`src/rtl/aes_cipher_uart_tx.sv`:
```
// -----------------------------------------------------------------------------
// aes_cipher_uart_tx
//
// Purpose:
//   Captures one 128-bit AES ciphertext block on a single-cycle valid pulse
//   and sends it to the host as 16 back-to-back 8N1 UART frames. The most
//   significant byte goes first, and each byte is sent LSB first.
//
// Parameters:
//   CLKS_PER_BIT  clock cycles per UART bit (must be >= 2)
//
// Ports:
//   clk           system clock, rising-edge active
//   reset         asynchronous, active-high reset
//   cypher_valid  one-cycle pulse qualifying cypher
//   cypher        128-bit ciphertext block
//   tx            UART serial line (idles high)
//   busy          high while a 16-byte transfer is in progress
//   done          one-cycle pulse after the last stop bit of byte 15
//   overrun       sticky: a block arrived while busy and was dropped
// -----------------------------------------------------------------------------
module aes_cipher_uart_tx #(
  parameter int CLKS_PER_BIT = 434
) (
  input  logic         clk,
  input  logic         reset,
  input  logic         cypher_valid,
  input  logic [127:0] cypher,
  output logic         tx,
  output logic         busy,
  output logic         done,
  output logic         overrun
);

  localparam int CNT_W = $clog2(CLKS_PER_BIT);

  typedef enum logic [1:0] {
    IDLE,
    START,
    DATA,
    STOP
  } state_t;

  state_t         state_q,    state_d;
  logic [CNT_W-1:0] baud_cnt_q, baud_cnt_d;
  logic [2:0]     bit_idx_q,  bit_idx_d;
  logic [3:0]     byte_idx_q, byte_idx_d;
  logic [127:0]   shreg_q,    shreg_d;
  logic           tx_q,       tx_d;
  logic           busy_q,     busy_d;
  logic           done_q,     done_d;
  logic           overrun_q,  overrun_d;

  logic           baud_wrap;
  logic [7:0]     cur_byte;

  assign baud_wrap = (baud_cnt_q == CNT_W'(CLKS_PER_BIT - 1));

  // Next-state logic. The outputs are derived from the *next* state so that
  // the registered tx/busy change on the same edge as the state itself.
  always_comb begin
    // NOTE: every variable gets a default first; a branch that leaves one
    // unassigned would otherwise infer a latch.
    state_d    = state_q;
    baud_cnt_d = baud_wrap ? '0 : baud_cnt_q + CNT_W'(1);
    bit_idx_d  = bit_idx_q;
    byte_idx_d = byte_idx_q;
    shreg_d    = shreg_q;
    done_d     = 1'b0;
    overrun_d  = overrun_q | (cypher_valid & busy_q);

    case (state_q)
      IDLE: begin
        if (cypher_valid) begin
          shreg_d    = cypher;
          byte_idx_d = '0;
          bit_idx_d  = '0;
          baud_cnt_d = '0;   // restart the bit clock so the start bit is full length
          state_d    = START;
        end
      end
      START: begin
        if (baud_wrap) begin
          bit_idx_d = '0;
          state_d   = DATA;
        end
      end
      DATA: begin
        if (baud_wrap) begin
          if (bit_idx_q == 3'd7) begin
            state_d = STOP;
          end else begin
            bit_idx_d = bit_idx_q + 3'd1;
          end
        end
      end
      STOP: begin
        if (baud_wrap) begin
          if (byte_idx_q == 4'd15) begin
            state_d = IDLE;
            done_d  = 1'b1;
          end else begin
            // The next byte always sits in the top 8 bits of the shift register.
            shreg_d    = shreg_q << 8;
            byte_idx_d = byte_idx_q + 4'd1;
            state_d    = START;
          end
        end
      end
      default: state_d = IDLE;
    endcase

    cur_byte = shreg_d[127:120];
    busy_d   = (state_d != IDLE);
    case (state_d)
      START:   tx_d = 1'b0;
      DATA:    tx_d = cur_byte[bit_idx_d];
      default: tx_d = 1'b1;
    endcase
  end

  // NOTE: state registers use non-blocking assignments so every flop samples
  // the pre-edge values regardless of statement order.
  always_ff @(posedge clk or posedge reset) begin
    if (reset) begin
      state_q    <= IDLE;
      baud_cnt_q <= '0;
      bit_idx_q  <= '0;
      byte_idx_q <= '0;
      shreg_q    <= '0;
      tx_q       <= 1'b1;
      busy_q     <= 1'b0;
      done_q     <= 1'b0;
      overrun_q  <= 1'b0;
    end else begin
      state_q    <= state_d;
      baud_cnt_q <= baud_cnt_d;
      bit_idx_q  <= bit_idx_d;
      byte_idx_q <= byte_idx_d;
      shreg_q    <= shreg_d;
      tx_q       <= tx_d;
      busy_q     <= busy_d;
      done_q     <= done_d;
      overrun_q  <= overrun_d;
    end
  end

  assign tx      = tx_q;
  assign busy    = busy_q;
  assign done    = done_q;
  assign overrun = overrun_q;

endmodule

```
`config.mk`:
```
export PLATFORM = sky130hd
export DESIGN_NAME = aes_cipher_uart_tx
export DESIGN_NICKNAME = d
export VERILOG_FILES = /design/src/rtl/aes_cipher_uart_tx.sv
export SDC_FILE = /design/constraint.sdc
export NUM_CORES = 1
export LEC_CHECK = 0
export BUFFER_PORTS_ARGS = -buffer_cell sky130_fd_sc_hd__buf_2
export CORE_MARGIN = 1.5
export CORE_UTILIZATION = 55
export DETAILED_ROUTE_END_ITERATION = 8
export PLACE_DENSITY = 0.8
export SLEW_MARGIN = 20
export SYNTH_ARGS = -nofsm -noshare
export SYNTH_HDL_FRONTEND = slang
export SYNTH_SLANG_ARGS = --single-unit
```
`constraint.sdc`:
```
create_clock -name clk -period 14.6 [get_ports clk]
set_input_delay 2.19 -clock clk [delete_from_list [all_inputs] [get_ports clk]]
set_output_delay 2.19 -clock clk [all_outputs]
set_load 0.005 [all_outputs]
```
# Yosys cells after proc, flatten, opt, wreduce, memory -nomap -nowiden
# Cells that the tools add are included.
# classes
addsub	3
multipliers	0
div	0
magnitude_cmp	1
eq_ne	11
shift	0
muxes	29
bitwise	2
n_reduce_logical	4
# op_table
cell	n
128-bit 2-to-1 mux	3
128-bit one-hot mux with 2 select lines	1
9-bit 2-to-1 mux	3
3-bit 2-to-1 mux	4
4-bit 2-to-1 mux	3
2-bit 2-to-1 mux	5
9-bit by 1-bit adder with 9-bit output, second input constant	1
9-bit == test, second input constant	1
3-bit one-hot mux with 3 select lines	1
2-bit one-hot mux with 4 select lines	1
4-bit one-hot mux with 2 select lines	1
2-bit == test, second input constant	3
2-bit inequality test, second input constant	3
1-bit 2-to-1 mux	5
4-bit by 1-bit adder with 4-bit output, second input constant	1
2-bit by 1-bit == test with 1-bit output, second input constant	2
4-bit == test, second input constant	1
3-bit by 4-bit < comparator with 1-bit output, second input constant	1
4-bit AND reduction	1
2-bit nonzero test	2
3-bit by 1-bit adder with 3-bit output, second input constant	1
1-bit binary-select mux with 3-bit select	1
3-bit == test, second input constant	1
2-bit logical NOT	1
other kinds (3)	3
# totals
register_bits	150
latch_bits	0
ram_bits	0
rom_bits	0
in_bits	131
out_inout_bits	4
wordCells	60
memories	0

# Longest topological paths before layout
# depth
word_depth	7
depth_mapped	10
mapped_depth_nobuf	10

# Least setup slack after synthesis
# Ideal clock, no wire load.
# synth_path
kind	input -> register
startpoint	in cypher_valid
endpoint	reg tx_q (netlist: tx)
setup_time_ns	0.083
t_arrival_ns	3.655
t_required_ns	14.517
setup_slack_ns	10.861
path_stages	8
n_path_buf	1
cell_sequence	buf_2 nor2b_1 o31ai_1 and2_4 inv_2 nor2_1 or4_1 a41oi_1
# synth_via
elab_chain_cells	5
elab_cells_between_ends	11
classes_between	eq/ne (2); mux (9)
# synth_lines
item	line	text
start, declared	27	input logic cypher_valid,
3-bit 2-to-1 mux	74	if (cypher_valid) begin
3-bit one-hot mux with 3 select lines	72	case (state_q)
named net bit_idx_d[0]	46	logic [2:0] bit_idx_q, bit_idx_d;
1-bit binary-select mux with 3-bit select	117	DATA: tx_d = cur_byte[bit_idx_d];
1-bit 2-to-1 mux (not written as such)	117	
1-bit one-hot mux with 2 select lines	115	case (state_d)
named net tx_d	49	logic tx_q, tx_d;
end signal, assigned	141	tx_q <= tx_d;
end, declared	49	
# The timed path passes the listed nets, and every way through them passes these cells. The select of a mux whose other input is x is not followed.
# A chain may end at the register's enable or synchronous reset.

# Worst setup path after layout
# layout_path
startpoint	in cypher_valid
endpoint	reg shreg_q[73]
# layout_via
elab_chain_cells	2
# layout_lines
item	line	text
2-bit inequality test (no source line)	n/a	
4-bit AND reduction (no source line)	n/a	
end signal, assigned	140	shreg_q <= shreg_d;
end, declared	48	logic [127:0] shreg_q, shreg_d;
# No other way between the ends.

==> flow_summary.ini <==
[logic_synthesis]
ys_types = 54
yosysMostFrequentCell = nand2_1
avgSynthCellArea_um2 = 9.622
synthTopCellsByCount = 243 x nand2_1, 149 x dfrtp_1, 124 x a22oi_1
synth_top_area_share = 0.5435
async_flop_share = 1.000
ys_seq_elements = 150
synth_warnings = 0
synth.area.top_cells = dfrtp_1 54%, a22oi_1 14%, nand2_1 13%, a22o_1 2.6%, buf_2 1.6%
synth_edf_count = 0
netlist_area_um2 = 6860
synth_fp_nets = 852
synth_top_cell_by_area = dfrtp_1
synth_ff_type = dfrtp_1
synth_seq_area_share = 0.5473
synth_cells = 713

[floorplan]
start_util = 0.5664
die_h_um = 114.7
rows = 40
pin_count = 135
die_width_um = 114.7
fp.coreArea_um2 = 12110
die_area_um2 = 13150

[placed_design]
pre_cts_ws_ns = 10.18
gp_congestion = 0.9138
hpwl_mm = 11.18
io_buffer_count = 134
place_inst = 973

[critical_path]
crit_type = primary input to flip-flop
crit_path_end_kind = flip-flop
cp_top_family = buffers and inverters
cp_max_fo = 68
r2r_cells = 7
cpMaxStageDelayCell = buf_4
r2r_end = shreg_q[73]
worstPathArrival_ns = 4.44
cpMostUsedCell = nand2_1
cp_cell_sequence = buf_2, clkinv_1, nand2_1, and3_4, buf_4, a22oi_1, nand2_1
startpoint_type = primary input
r2r-start = state_q[0]
worst_ep_required_time_ns = 14.95
critPathMaxStageDelay_ns = 0.66
path_buf_inv = 3
rrSetupSlack_ns = 11.20

[timing]
period_needed_ns = 4.086
rsz0062_at_grt = false
hold_violations = 0
drv_slew = 0
fin_crit_sh = 0.2799
setup_viol = 0
worstMarginPinSlew_ns = 0.9819
finClkSkew_ns = 0.004682
fin_tns_setup_ns = 0
worst_slack_ns = 10.51
max_freq_mhz = 244.7
relSlewSlack = 0.3454

[worst_hold_path]
min_path_cells = 1
min_path_type = flip-flop to flip-flop
hold_start = overrun
min_to = overrun

[routing]
dr.first_iter.drc_count = 525
first_pass_iters = 5
via_per_inst = 5.826
drt_wl_total_mm = 17.05
postRouteAntennaNets = 0
drc_errors = 0
post_drt_wl_per_cell_um = 16.96
num_vias = 5855

[clocking]
clkTransAtPathRegs_ns = 0.06
cts_made_buffers = 17
postCtsHoldBufs = 0
post_cts_buffers = 0
clk-insertion-delay-late_ns = 0.42
htree_levels = 4
cts_tree = yes
max-clock-path-buffers = 2
clockRootBuffer = clkbuf_16
clkSinkCount = 150
cts-resized-gates = 0

[global_route]
grt_pass1_wl_mm = 28.30
grt_max_degree = 80
grtUsageTotal = 0.2788
grt_pass1_vias = 5930
antenna_found_initial = 1
grt-ovfl-total = 0

[power_and_ir_drop]
total_leakage_power_nw = 4.331
power.density_nw_per_um2 = 201.2
power_mw = 1.658
ir_drop_v = 0.0001375

[run_status]
status = completed

[final_layout]
fin_cells = 1005
seqCellArea_um2 = 3755
multi_input_area_um2 = 2868
diodes = 0
fill_cells = 951
syn2layout_area_growth_pct = 20.08
num-nets-final = 963
final_layout_size_suffix_gt1_frac = 0.2234

[job]
cap_violations = 0
[flip-flops by register name (all words and copies together), names as in the netlist]
register / cells
busy: 1
bit_idx_q: 3
tx: 1
baud_cnt_q: 9
state_q: 2
done: 1
byte_idx_q: 4
overrun: 1
shreg_q: 128
[cell type report]
cell class,instances,area share
timing repair buffer,139,0.08597
clock inverter,9,0.01762
multi-input combinational,503,0.3481
clock buffer,23,0.06045
sequential,150,0.4558
tap,168,0.02552
inverter,13,0.006531
[worst max-delay path by stage]
stage / start / endpoint / slack, ns / depth (start not counted)
after floorplan: reset / baud_cnt_q[0] / 8.38 / 1
after global placement: cypher_valid / shreg_q[84] / 10.26 / 7
after detailed placement: cypher_valid / shreg_q[84] / 10.18 / 7
after CTS: cypher_valid / shreg_q[73] / 10.60 / 7
after global routing: cypher_valid / shreg_q[73] / 10.39 / 7
final: cypher_valid / shreg_q[73] / 10.51 / 7
[cells by family after synthesis]
| logic type | synth area share |
|---|---|
| compound gates | 0.2026 |
| xor+xnor | 0.006385 |
| fa+ha+maj | 0.01459 |
| buf+inv | 0.03793 |
| flops | 0.5473 |
| mux | 0.006201 |
| simple gates | 0.1849 |
[layer usage]
metal  vias up  track usage  share of wire
met5         -            0        0.00070
met4         2       0.1117          0.027
met3        47      0.09105          0.083
met2       234       0.4547           0.49
met1      2841       0.3443           0.40
li1       2731            -              -
[layout by cell type (no fill, tap or decap), drive strengths merged, types with 2 or more instances in the layout]
cell	Yosys	final
nand2	243	243
dfrtp	149	149
buf	25	139
a22oi	124	124
clkbuf	22	23
nor2	21	21
a22o	20	20
o21ai	15	15
inv	12	12
a21oi	10	10
ha	8	8
nand3	7	7
clkinv	1	6
nor2b	4	4
bufinv	0	4
and3	4	4
nor3	4	4
a21o	4	4
xnor2	3	3
a21boi	3	3
or4	2	2
mux2	2	2
a221oi	2	2
a211oi	2	2
xor2	2	2
mux2i	2	2
nor4	2	2
or3	2	2
[report_power, final]
part           internal [mW]  leakage [nW]  switching (mW)
logic                  0.164          1.98           0.302
registers              0.599          2.03           0.124
clock network          0.307         0.323           0.162
total                   1.07          4.33           0.587
[metrics by stage]
stage	area (µm²)	hold WS, ns	utilization
finish	8238	0.4542	0.6802
global route	8238	0.4776	0.6802
detailed placement	7595	0.4478	0.6271
CTS	8238	0.4604	0.6802
global placement	7595	0.4345	0.6271
floorplan	6860	0.4309	-
[worst register-to-register path, delay by kind of cell, from the launching register on]
family	cells	cell delay (ns)
buffers and inverters	2	0.81
adders and majority gates	1	0.51
DFF	1	0.45
AOI/OAI and AO/OA	1	0.22
and+or+nand+nor	3	1.34
(Power assumes the default switching activity.)
